==> src/rtl/pic_ctrl_seq.sv <==
// pic_ctrl_seq: control sequencer for an 8259A-compatible interrupt controller.
// Latches the ICW1..ICW4 initialisation words and the OCW1..OCW3 operation
// words, then runs the two-pulse INTA acknowledge sequence. It produces the
// ISR set request, the automatic-EOI pulse and the interrupt vector. It also
// drives or decodes the cascade bus for master, slave and single-chip setups.
//
// Ports
//   clk, rst_n                 clock, asynchronous active-low reset
//   wr_data                    data byte for every write strobe
//   icw1_wr/icw_wr/ocw1_wr/ocw2_wr/ocw3_wr   one-cycle write strobes
//   sp_n                       1 = master, 0 = slave (cascade mode only)
//   inta_n                     asynchronous acknowledge, active low
//   int_vec, int_valid         highest pending request from the resolver
//   cas_in / cas_out, cas_oe   cascade bus
//   imr, ltim, aeoi, sfnm, read_cmd, ocw2   configuration outputs
//   init_done                  initialisation sequence complete
//   ack1, ack2                 first / second acknowledge phase
//   isr_set, isr_idx           set-ISR-bit pulse and index
//   eoi_auto                   automatic end-of-interrupt pulse
//   vec_out, vec_valid         vector for the data bus
module pic_ctrl_seq #(
  parameter int NUM_IR = 8,
  parameter int CAS_W  = 3
) (
  input  logic                                   clk,
  input  logic                                   rst_n,
  input  logic [7:0]                             wr_data,
  input  logic                                   icw1_wr,
  input  logic                                   icw_wr,
  input  logic                                   ocw1_wr,
  input  logic                                   ocw2_wr,
  input  logic                                   ocw3_wr,
  input  logic                                   sp_n,
  input  logic                                   inta_n,
  input  logic [((NUM_IR > 2) ? $clog2(NUM_IR) : 1)-1:0] int_vec,
  input  logic                                   int_valid,
  input  logic [CAS_W-1:0]                       cas_in,
  output logic [CAS_W-1:0]                       cas_out,
  output logic                                   cas_oe,
  output logic [NUM_IR-1:0]                      imr,
  output logic                                   ltim,
  output logic                                   aeoi,
  output logic                                   sfnm,
  output logic [1:0]                             read_cmd,
  output logic [7:0]                             ocw2,
  output logic                                   init_done,
  output logic                                   ack1,
  output logic                                   ack2,
  output logic                                   isr_set,
  output logic [((NUM_IR > 2) ? $clog2(NUM_IR) : 1)-1:0] isr_idx,
  output logic                                   eoi_auto,
  output logic [7:0]                             vec_out,
  output logic                                   vec_valid
);

  localparam int IDX_W = (NUM_IR > 2) ? $clog2(NUM_IR) : 1;

  typedef enum logic [2:0] {UNINIT, W_ICW2, W_ICW3, W_ICW4, READY} init_t;
  typedef enum logic [1:0] {A_IDLE, A_P1, A_W2, A_P2} ack_t;

  init_t istate, istate_nx;
  ack_t  astate, astate_nx;

  // Only the ICW fields the sequencer actually uses are kept.
  logic              single_q, ic4_q, ltim_q;
  logic [7-IDX_W:0]  vec_base;
  logic [7:0]        icw3;
  logic              aeoi_q, sfnm_q;

  logic              inta_p0, inta_p1, inta_p2;
  logic              inta_fall, inta_rise;

  logic [IDX_W-1:0]  sel_q, sel_nx;
  logic              spur_q, supplier_q, cascaded_q;
  logic              is_master, is_slave, slave_match;
  logic              cascaded_nx, supplier_nx, start, finish;

  // Cascade bit for the selected IR; lines above 7 have no ICW3 bit.
  function automatic logic cascade_bit(input logic [7:0] c3, input logic [IDX_W-1:0] s);
    logic [3:0] s4;
    s4 = 4'(s);
    return (s4 < 4'd8) ? c3[s4[2:0]] : 1'b0;
  endfunction

  assign is_master   = !single_q && sp_n;
  assign is_slave    = !single_q && !sp_n;
  assign slave_match = (cas_in == icw3[CAS_W-1:0]);
  assign sel_nx      = int_valid ? int_vec : IDX_W'(NUM_IR - 1);
  assign cascaded_nx = is_master && cascade_bit(icw3, sel_nx);
  assign supplier_nx = single_q || (is_master && !cascaded_nx) || (is_slave && slave_match);

  // inta_n sync stage 0/1; stage 2 is the previous synced value for edge detect
  assign inta_fall = inta_p2 && !inta_p1;
  assign inta_rise = !inta_p2 && inta_p1;

  assign start  = (astate == A_IDLE) && (istate == READY) && inta_fall && !icw1_wr;
  assign finish = (astate == A_P2) && inta_rise && !icw1_wr;

  always_comb begin
    istate_nx = istate;
    if (icw1_wr) begin
      istate_nx = W_ICW2;
    end else if (icw_wr) begin
      case (istate)
        W_ICW2:  istate_nx = !single_q ? W_ICW3 : (ic4_q ? W_ICW4 : READY);
        W_ICW3:  istate_nx = ic4_q ? W_ICW4 : READY;
        W_ICW4:  istate_nx = READY;
        default: istate_nx = istate;
      endcase
    end
  end

  always_comb begin
    astate_nx = astate;
    if (icw1_wr || (istate != READY)) begin
      astate_nx = A_IDLE;
    end else begin
      case (astate)
        A_IDLE:  if (inta_fall) astate_nx = A_P1;
        A_P1:    if (inta_rise) astate_nx = A_W2;
        A_W2:    if (inta_fall) astate_nx = A_P2;
        A_P2:    if (inta_rise) astate_nx = A_IDLE;
        default: astate_nx = A_IDLE;
      endcase
    end
  end

  always_ff @(posedge clk or negedge rst_n) begin
    if (!rst_n) begin
      istate     <= UNINIT;
      astate     <= A_IDLE;
      inta_p0    <= 1'b1;
      inta_p1    <= 1'b1;
      inta_p2    <= 1'b1;
      sel_q      <= '0;
      spur_q     <= 1'b0;
      supplier_q <= 1'b0;
      cascaded_q <= 1'b0;
      isr_set    <= 1'b0;
      isr_idx    <= '0;
      eoi_auto   <= 1'b0;
    end else begin
      istate   <= istate_nx;
      astate   <= astate_nx;
      inta_p0  <= inta_n;
      inta_p1  <= inta_p0;
      inta_p2  <= inta_p1;
      isr_set  <= 1'b0;
      eoi_auto <= finish && aeoi_q && !spur_q;
      // Request is frozen at A_P1 entry; slave ID is matched on this cycle too.
      if (start) begin
        sel_q      <= sel_nx;
        spur_q     <= !int_valid;
        supplier_q <= supplier_nx;
        cascaded_q <= cascaded_nx;
        isr_set    <= int_valid && (supplier_nx || is_master);
        isr_idx    <= sel_nx;
      end
    end
  end

  // Register writes, highest-priority strobe only.
  always_ff @(posedge clk or negedge rst_n) begin
    if (!rst_n) begin
      single_q <= 1'b0;
      ic4_q    <= 1'b0;
      ltim_q   <= 1'b0;
      vec_base <= '0;
      icw3     <= '0;
      aeoi_q   <= 1'b0;
      sfnm_q   <= 1'b0;
      imr      <= '0;
      ocw2     <= '0;
      read_cmd <= '0;
    end else if (icw1_wr) begin
      single_q <= wr_data[1];
      ic4_q    <= wr_data[0];
      ltim_q   <= wr_data[3];
      aeoi_q   <= 1'b0;
      sfnm_q   <= 1'b0;
      imr      <= '0;
      ocw2     <= '0;
      read_cmd <= '0;
    end else if (icw_wr) begin
      case (istate)
        W_ICW2:  vec_base <= wr_data[7:IDX_W];
        W_ICW3:  icw3     <= wr_data;
        W_ICW4:  begin
          aeoi_q <= wr_data[1];
          sfnm_q <= wr_data[4];
        end
        default: ;
      endcase
    end else if (istate == READY) begin
      if (ocw1_wr)                     imr      <= NUM_IR'(wr_data);
      else if (ocw2_wr)                ocw2     <= wr_data;
      else if (ocw3_wr && wr_data[1])  read_cmd <= wr_data[1:0];
    end
  end

  assign init_done = (istate == READY);
  assign ltim      = ltim_q;
  assign aeoi      = aeoi_q;
  assign sfnm      = sfnm_q;
  assign ack1      = (astate == A_P1);
  assign ack2      = (astate == A_P2);
  assign vec_valid = ack2 && supplier_q;
  assign vec_out   = vec_valid ? {vec_base, sel_q} : 8'h00;
  assign cas_oe    = (astate != A_IDLE) && cascaded_q;
  assign cas_out   = cas_oe ? CAS_W'(sel_q) : '0;

endmodule

==> config.mk <==
export PLATFORM = sky130hd
export DESIGN_NAME = pic_ctrl_seq
export DESIGN_NICKNAME = d
export VERILOG_FILES = /design/src/rtl/pic_ctrl_seq.sv
export SDC_FILE = /design/constraint.sdc
export NUM_CORES = 1
export LEC_CHECK = 0
export CAP_MARGIN = 20
export CORE_MARGIN = 2
export CORE_UTILIZATION = 48
export CTS_CLUSTER_DIAMETER = 40
export DETAILED_ROUTE_END_ITERATION = 7
export PLACE_DENSITY_LB_ADDON = 0.12
export SLEW_MARGIN = 20
export SYNTH_ARGS = -nofsm -noshare
export SYNTH_HDL_FRONTEND = slang
export SYNTH_SLANG_ARGS = --single-unit
==> constraint.sdc <==
create_clock -name clk -period 1.61 [get_ports clk]
set_input_delay 0.483 -clock clk [delete_from_list [all_inputs] [get_ports clk]]
set_output_delay 0.483 -clock clk [all_outputs]
set_load 0.1 [all_outputs]
### Word-level counts from Yosys, hierarchy flattened

Cells that the tools add are included.

* register bits after elaboration: 52
* input bits: 24
* logic and storage cells: 124

* order comparisons: 1
* eq/ne operators: 16
* mux-type cells: 38
* bitwise operators: 1
* reduce and logical (&&, ||, !) cells: 47

Operators by type and width (count)
* $mux 8: 10
* $mux 2: 11
* $logic_and 1x1->1: 18
* $mux 3: 6
* $reduce_bool 2->1: 7
* $pmux 3 s3: 1
* $reduce_and 3->1: 3
* $logic_not 1->1: 8
* $mux 1: 8
* $pmux 2 s4: 1
* $reduce_and 4->1: 2
* $eq 3x2->1 const B: 2
* $ne 2x2->1 const B: 3
* $ne 3x1->1 const B: 2
* $ne 3x3->1 const B: 2
* $reduce_and 5->1: 1
* $eq 2x2->1 const B: 2
* $logic_or 1x1->1: 4
* $lt 3x4->1 const B: 1
* $reduce_and 2->1: 2
* $reduce_bool 4->1: 1
* $bmux 1 s3: 1
* $eq 3x1->1 const B: 1
* $eq 3x3->1: 1
* 5 further kinds: 5

### Logic depth before layout (Yosys ltp)

Gate-level depths: netlist of the first run.

* word-level depth: 11
* mapped depth: 7
* gate-level depth less buffers: 6

### Worst setup path before layout of the first run

Ideal clock, no wire load.

* path type: reg2out
* start: register astate[0]
* end: output port cas_out[0]
* data arrival time: 2.973 ns
* required time: 1.127 ns
* slack: -1.846 ns
* cell stages (with the launch flop): 5
* path buffers: 0
* path through: dfrtp_1 -> inv_1 -> ha_1 -> nor2b_1 -> and2_1

* cells in the longest elaborated chain, start to end: 3

Ends and longest elaborated chain
* start: declaration: RTL line 62 `ack_t astate, astate_nx;`
* start signal: assignment: RTL line 144 `astate <= astate_nx;`
* $reduce_bool 2->1: RTL line 209 `assign cas_oe = (astate != A_IDLE) && cascaded_q;`
* $logic_and 1x1->1: RTL line 209
* net cas_oe: RTL line 39 `output logic cas_oe,`
* $mux 3: RTL line 210 `assign cas_out = cas_oe ? CAS_W'(sel_q) : '0;`
* end: declaration: RTL line 38 `output logic [CAS_W-1:0] cas_out,`

The timed path passes the listed nets, and every way through them passes these cells.

### Worst setup path in the final report of the first run

* start: register astate[0]
* end: output port cas_out[2]

* cells in the longest elaborated chain, start to end: 3

Ends and longest elaborated chain (RTL line)
* $reduce_bool 2->1: 209
* $logic_and 1x1->1: 209
* $mux 3: 210

No other way between the ends.

==> summary.md, run 1 <==
| Metric | Value |
|---|---|
| Sw Pwr | `0.9595 mW` |
| Setup violations, final | `30` |
| Number of buffers on the longest clock path | `2` |
| TritonCTS clock tree | `done` |
| Placement Rows | `25` |
| Post-detail-place hpwl | `4470 um` |
| Avg Vias per Cell | `around 5.4` |
| Leakage component of the power | `between 1.5 and 2 nW` |
| Critical Path End Type | `primary output` |
| # clock sinks | `between 50 and 60` |
| Sequential fraction of design power | `0.493` |
| Kind of start point of the critical path | `flop` |
| Count of flip-flops with a built-in enable after synthesis | `0` |
| Synthesized cell area | `between 2000 and 2500 um^2` |
| Path class of the lowest-slack min-delay path | `in2async` |
| Number of nets in the finished design | `around 350` |
| Number of max-capacitance violations reported | `0` |
| Area taken by flip-flops and latches | `~1300 um^2` |
| Post-place setup slack | `-0.4811 ns` |
| Proportion of synthesized flip-flops having asynchronous set or reset | `1.000` |
| Area taken by multi-input logic gates | `about 1200 um^2` |
| Violations in the final reports | `negative setup slack` |
| RSZ-0062 raised after global routing | `true` |
| Final number of hold-violating endpoints | `0` |
| Placer Congestion | `0.8468` |
| Number of warnings printed during yosys synthesis | `0` |
| GR Util All Layers | `0.2427` |
| Outcome | `finished, violations left` |
| Quantity of I/O buffers inserted on ports | `65` |
| Layout cells sized above 1 | `0.5000` |
| Fraction of power spent switching nets | `0.2971` |
| Largest voltage drop on the vdd net | `~0.65 mV` |
| Number of levels the H-tree was split into | `2` |
| Vias | `around 2100` |
| Wire length per cell | `~18 um` |
| Share of the core filled with cells | `0.8826` |
| Cell-internal power | `around 2.3 mW` |
| Via count of the first global-routing pass | `2177` |
| Largest net degree at the start of global routing | `20` |
| Number of antenna violations at the first check in global routing | `0` |
| Most frequent cells in the layout | `46 x buf_12, 43 x dfrtp_1, 28 x buf_4` |
| Core box area | `between 4000 and 5000 um^2` |
| Headroom to the max-slew limit | `0.7134` |
| Sum of routed wire length over all layers | `7206 um` |
| Least-Margin Pin Slew | `0.4299 ns` |
| Final setup margin | `-0.3482 ns` |
| Combinational power share | `0.230` |
| Setup Crit Path Kind | `reg2out` |
| Antenna cells | `0` |
| Initial standard-cell utilization of the core | `0.5081` |
| Portion of the post-synthesis area used by sequential elements | `0.5332` |
| Wire length of the first global-routing pass | `around 10000 um` |
| Period utilization | `1.216` |
| Maximum clock skew at final layout | `0.01405 ns` |
| Residual overflow from global routing | `0` |
| Library cells used by synthesis | `37` |
| Count of state elements after synthesis | `52` |
| Synthesized area per cell | `11.23 um^2` |
| First DRT Iteration DRCs | `between 100 and 150` |
| Top area cells in the synthesized netlist | `dfrtp_1 50%, mux2_2 7.4%, mux2i_1 5.7%, nand2_1 3.5%, dfstp_2 3.2%` |
| Pins over their slew limit | `0` |
| I/O pin count | `66` |
| Synthesized instance count | `218` |
| Required @ worst endpoint | `1.13 ns` |
| Area leader, netlist | `dfrtp_1` |
| Area enclosed by the die boundary | `~5700 um^2` |
| Total iterations of the first detailed-routing run | `4` |
| Power density relative to cell area | `about 760 nW/um^2` |
| Shortest period the worst path allows | `between 1.5 and 2 ns` |
| Die Height | `75.41 um` |
| Number of fillers in the final layout | `between 200 and 250` |
| TritonCTS Buffers | `5` |
| Area growth from synthesis to layout | `73.72%` |
| Relative contribution of the clock network to total power | `0.277` |
| Post-synth net total | `approximately 250` |
| Critical path fanouts, max | `4` |
| Arrival time of data at the critical path endpoint | `1.48 ns` |
| Clock slew at the register clock pins of the worst setup and hold paths | `0.10 ns` |
| Buffer cell driving the clock tree root | `clkbuf_8` |
| FMAX | `510.7 MHz` |
| Later-pin clock latency in the skew report | `just over 0.3 ns` |
| Remaining design rule violation count | `0` |
| Residual antenna-violating net count after detailed routing | `0` |
| Leading cell type in the layout, fill and taps excluded | `buf_12` |
| Die width | `about 75 um` |
| Cell count of the worst reg-to-reg path | `9` |
| Most frequently used flop master after synthesis | `dfrtp_1` |
| Post-synth top area share | `0.5010` |
-- layout make-up --
cell class                 count  area share
timing repair buffer         108      0.3490
sequential                    52      0.3087
tap                           67     0.01972
multi-input combinational    152      0.2937
clock inverter                 2    0.008240
clock buffer                   6     0.01707
inverter                       4    0.003531
-- path summary, 6_finish.rpt --
path                                          to                  start  slack [ns]
setup / recovery                      cas_out[2]  astate[0]$_DFFE_PN0P_       -0.35
min in group clk               inta_p1$_DFF_PN1_      inta_p0$_DFF_PN1_        0.36
max in group asynchronous   sel_q[0]$_DFFE_PN0P_                  rst_n        1.04
setup reg to reg           astate[1]$_DFFE_PN0P_  astate[0]$_DFFE_PN0P_       -0.07
hold / removal                spur_q$_DFFE_PN0P_                  rst_n        0.10
hold reg to reg                inta_p1$_DFF_PN1_      inta_p0$_DFF_PN1_        0.36
-- metal layers --
| layer | up-vias | part of all wire | routed length [um] | global-route usage |
|---|---|---|---|---|
| met5 | - | 0 | 0 | 0 |
| met4 | 0 | 0.021 | 154 | 0.05068 |
| li1 | 959 | - | - | - |
| met1 | 1069 | 0.40 | 2869 | 0.3194 |
| met2 | 85 | 0.53 | 3792 | 0.4058 |
| met3 | 17 | 0.054 | 390 | 0.06746 |
-- worst max-delay path, stage by stage (launching register included) --
cell,delay (ns)
dfrtp_2,0.43
inv_2,0.07
ha_4,0.17
nor2b_4,0.15
and2_4,0.17
buf_12,0.16
-- cell usage after synthesis, types with 2 or more instances --
cell / count
a211oi_1: 2
a21oi_1: 11
a311oi_1: 2
and2_1: 5
and3_1: 8
buf_6: 4
clkbuf_1: 6
dfrtp_1: 49
dfstp_2: 3
ha_1: 4
inv_1: 4
mux2_2: 16
mux2i_1: 14
nand2_1: 23
nand2b_1: 3
nand3_1: 10
nor2_1: 20
nor2b_1: 6
nor4b_4: 2
o21ai_0: 7
xnor2_1: 3
-- state kept, by name, indices dropped and copies added, names as in the netlist, 2 cells and up --
signal / count
astate: 2
icw3: 8
imr: 8
istate: 3
ocw2: 8
read_cmd: 2
sel_q: 3
vec_base: 5
-- timing repair --
action / CTS / global route
gates resized for setup: 15 / 32
buffers inserted: 9 / 5
pin swaps: 8 / 9
hold buffers: 0 / 0
endpoints found under the hold margin: 0 / 0
endpoints found under the setup margin: 49 / 43
-- metrics by stage --
stage                     setup TNS (ns)  std cells  hold WS [ns]  area (um^2)  power (mW)
after floorplan                   -8.142        218        0.1874         2560       1.975
after global placement            -13.54        369        0.3462         3890       2.264
after detailed placement          -14.71        369        0.3504         3890       2.295
after CTS                         -4.293        386        0.1091         4110       3.184
after global routing              -7.564        391        0.1233         4252       3.356
final                             -4.950        391        0.1001         4252       3.230
-- kinds of logic after synthesis --
family                     synth area share
buffers and inverters               0.03374
DFF                                  0.5332
and+or+nand+nor                      0.1958
muxes                                0.1309
xor gates and xnor gates            0.01074
adders and majority gates           0.02045
AOI/OAI and AO/OA                   0.07515
-- power by group through the flow --
stage          registers (mW)  logic, mW  clock network [mW]
6_report                 1.59      0.742               0.895
5_1_grt                  1.61      0.792               0.953
4_1_cts                  1.58      0.708               0.892
3_5_place_dp             1.61      0.682                   0
3_3_place_gp             1.60      0.661                   0
2_1_floorplan            1.70      0.280                   0
Power figures use the tool's default switching activity.
==> run 2: changes to the inputs <==
- CORE_UTILIZATION: 48 -> 30
- SETUP_SLACK_MARGIN: not set -> 0.2
==> summary.md, run 2 (synthesis gave the netlist of run 1 again) <==
| Metric | Value |
|---|---|
| Outcome | `finished, violations left (unchanged)` |
| Violations in the final reports | `negative setup slack (unchanged)` |
| Met3 track demand over resource | `0.04093 (was 0.06746)` |
| Antenna cells | `0 (unchanged)` |
| Most frequent cells in the layout | `44 x buf_12, 42 x dfrtp_1, 24 x buf_4 (was 46 x buf_12, 43 x dfrtp_1, 28 x buf_4)` |
| Leading cell type in the layout, fill and taps excluded | `buf_12 (unchanged)` |
| Quantity of I/O buffers inserted on ports | `65 (unchanged)` |
| Largest voltage drop on the vdd net | `0.3674 mV (was 0.6505 mV)` |
| Post-place setup slack | `-0.4930 ns (was -0.4811 ns)` |
| Number of antenna violations at the first check in global routing | `0 (unchanged)` |
| Sequential fraction of design power | `0.500 (was 0.493)` |
| Die width | `94.32 um (was 75.41 um)` |
| Core box area | `7807 um^2 (was 4817 um^2)` |
| Buffer cell driving the clock tree root | `clkbuf_8 (unchanged)` |
| Setup Crit Path Kind | `reg2out (unchanged)` |
| Pins over their slew limit | `0 (unchanged)` |
| Largest net degree at the start of global routing | `53 (was 20)` |
| Final setup margin | `-0.3129 ns (was -0.3482 ns)` |
| Number of nets in the finished design | `353 (was 351)` |
| Period utilization | `1.194 (was 1.216)` |
| Kind of start point of the critical path | `flop (unchanged)` |
| RSZ-0062 raised after global routing | `true (unchanged)` |
| Area growth from synthesis to layout | `80.57% (was 73.72%)` |
| Post-detail-place hpwl | `4400 um (was 4470 um)` |
| Setup violations, final | `34 (was 30)` |
| Clock slew at the register clock pins of the worst setup and hold paths | `0.09 ns (was 0.10 ns)` |
| I/O pin count | `66 (unchanged)` |
| Number of max-capacitance violations reported | `0 (unchanged)` |
| Placement Rows | `32 (was 25)` |
| Placer Congestion | `0.7426 (was 0.8468)` |
| Vias | `1996 (was 2130)` |
| Least-Margin Pin Slew | `0.4453 ns (was 0.4299 ns)` |
| Fraction of power spent switching nets | `0.2996 (was 0.2971)` |
| Met1 global-route usage | `0.2091 (was 0.3194)` |
| Residual antenna-violating net count after detailed routing | `0 (unchanged)` |
| Wire length of the first global-routing pass | `10320 um (was 10390 um)` |
| Final number of hold-violating endpoints | `0 (unchanged)` |
| TritonCTS Buffers | `5 (unchanged)` |
| Fraction of met2 tracks used by global routing | `0.2357 (was 0.4058)` |
| Worst-case register-to-register setup slack | `-0.10 ns (was -0.07 ns)` |
| First DRT Iteration DRCs | `77 (was 141)` |
| Via count of the first global-routing pass | `2017 (was 2177)` |
| Sum of routed wire length over all layers | `6493 um (was 7206 um)` |
| Remaining design rule violation count | `0 (unchanged)` |
| Cell-internal power | `2.217 mW (was 2.270 mW)` |
| Residual overflow from global routing | `0 (unchanged)` |
| Later-pin clock latency in the skew report | `0.30 ns (was 0.31 ns)` |
| FMAX | `520.1 MHz (was 510.7 MHz)` |
| Wire length per cell | `15.17 um (was 18.43 um)` |
| Sw Pwr | `0.9485 mW (was 0.9595 mW)` |
| Die Height | `94.32 um (was 75.41 um)` |
| Power density relative to cell area | `716.3 nW/um^2 (was 759.7 nW/um^2)` |
| Maximum clock skew at final layout | `0.007600 ns (was 0.01405 ns)` |
| # clock sinks | `52 (unchanged)` |
| GR Util All Layers | `0.1509 (was 0.2427)` |
| Avg Vias per Cell | `4.664 (was 5.448)` |
| Grt peak-use layer | `met2 (unchanged)` |
| Layout cells sized above 1 | `0.5368 (was 0.5000)` |
| Required @ worst endpoint | `1.13 ns (about the same)` |
| Total iterations of the first detailed-routing run | `4 (unchanged)` |
| Leakage component of the power | `1.930 nW (was 1.889 nW)` |
| Critical path fanouts, max | `4 (unchanged)` |
| Arrival time of data at the critical path endpoint | `1.44 ns (was 1.48 ns)` |
| Number of levels the H-tree was split into | `2 (unchanged)` |
| Number of buffers on the longest clock path | `2 (unchanged)` |
| Biggest registers after layout | `icw3: 8 flops, imr: 8 flops, ocw2: 8 flops (unchanged)` |
| Area enclosed by the die boundary | `8896 um^2 (was 5686 um^2)` |
| Combinational power share | `0.254 (was 0.230)` |
| Share of the core filled with cells | `0.5660 (was 0.8826)` |
| Shortest period the worst path allows | `1.923 ns (was 1.958 ns)` |
| TritonCTS clock tree | `done (unchanged)` |
| Initial standard-cell utilization of the core | `0.3135 (was 0.5081)` |
| Headroom to the max-slew limit | `0.7032 (was 0.7134)` |
| Critical Path End Type | `primary output (unchanged)` |
| Path class of the lowest-slack min-delay path | `in2async (unchanged)` |
| Relative contribution of the clock network to total power | `0.245 (was 0.277)` |
| Post-cts hold buffer count | `0 (unchanged)` |
==> run 2: changes by cell type in the layout (fill, tap and decap cells not counted), moves of 3 or more <==
| cell | before | now |
|---|---|---|
| buf_6 | 10 | 19 |
| buf_4 | 28 | 24 |
| mux2_4 | 0 | 10 |
| nand2_1 | 17 | 10 |
| mux2_2 | 16 | 6 |
| nand3_2 | 5 | 0 |
| nand2_4 | 0 | 3 |
| nand3_1 | 5 | 8 |
| dlygate4sd2_1 | 2 | 5 |
| nand2_2 | 6 | 9 |
==> run 2: worst paths after layout <==
path                                  startpoint                     to  depth (start not counted)
max in group asynchronous                  rst_n      inta_p1$_DFF_PN1_                          2
max                        astate[1]$_DFFE_PN0P_             cas_out[2]                          5
min reg2reg                    inta_p0$_DFF_PN1_      inta_p1$_DFF_PN1_                          0
min                                        rst_n    ocw2[6]$_DFFE_PN0P_                          2
max reg2reg                astate[1]$_DFFE_PN0P_  astate[1]$_DFFE_PN0P_                          9
min in group clk               inta_p0$_DFF_PN1_      inta_p1$_DFF_PN1_                          0
==> run 2: layout make-up <==
| class | instances | area [um^2] |
|---|---|---|
| clock buffers | 7 | 86.33 |
| clock inverters | 1 | 7.507 |
| repair buffers | 110 | 1494 |
| inverters | 4 | 15.01 |
| fillers | 692 | 3388 |
| well taps | 102 | 127.6 |
| flip-flops and latches | 52 | 1314 |
| multi-input cells | 152 | 1375 |
==> run 2: layer usage <==
metal	vias to the layer above	share of wire
li1	966	-
met1	969	0.47
met2	57	0.47
met3	4	0.060
met4	0	0.0071
met5	-	0
==> run 2: critical path, stage by stage, from the launching register on <==
cell,delay [ns]
dfrtp_1,0.43
inv_2,0.07
ha_4,0.17
nor2b_4,0.14
and2_4,0.17
buf_12,0.16
==> run 2: timing repair <==
item,CTS,global route
pin swaps,15,12
setup buffers,14,8
gates resized for setup,49,29
setup endpoints to repair,71,80
==> run 2: power by group through the flow <==
| stage | clock (mW) | sequential, mW | combinational [mW] |
|---|---|---|---|
| finish | 0.777 | 1.58 | 0.805 |
| global route | 0.864 | 1.61 | 0.859 |
| CTS | 0.805 | 1.58 | 0.755 |
| detailed placement | 0 | 1.61 | 0.697 |
| global placement | 0 | 1.61 | 0.687 |
| floorplan | 0 | 1.70 | 0.311 |
==> run 2: stage by stage <==
step           cell area [um^2]  hold slack [ns]  cells  setup TNS (ns)  total power [mW]
2_1_floorplan              2597           0.1874    218          -8.142             2.008
3_3_place_gp               3901           0.3469    398          -16.56             2.295
3_5_place_dp               3901           0.3522    398          -17.85             2.309
4_1_cts                    4248           0.1645    420          -4.357             3.144
5_1_grt                    4419           0.1620    428          -6.718             3.330
6_report                   4419           0.1509    428          -4.370             3.165
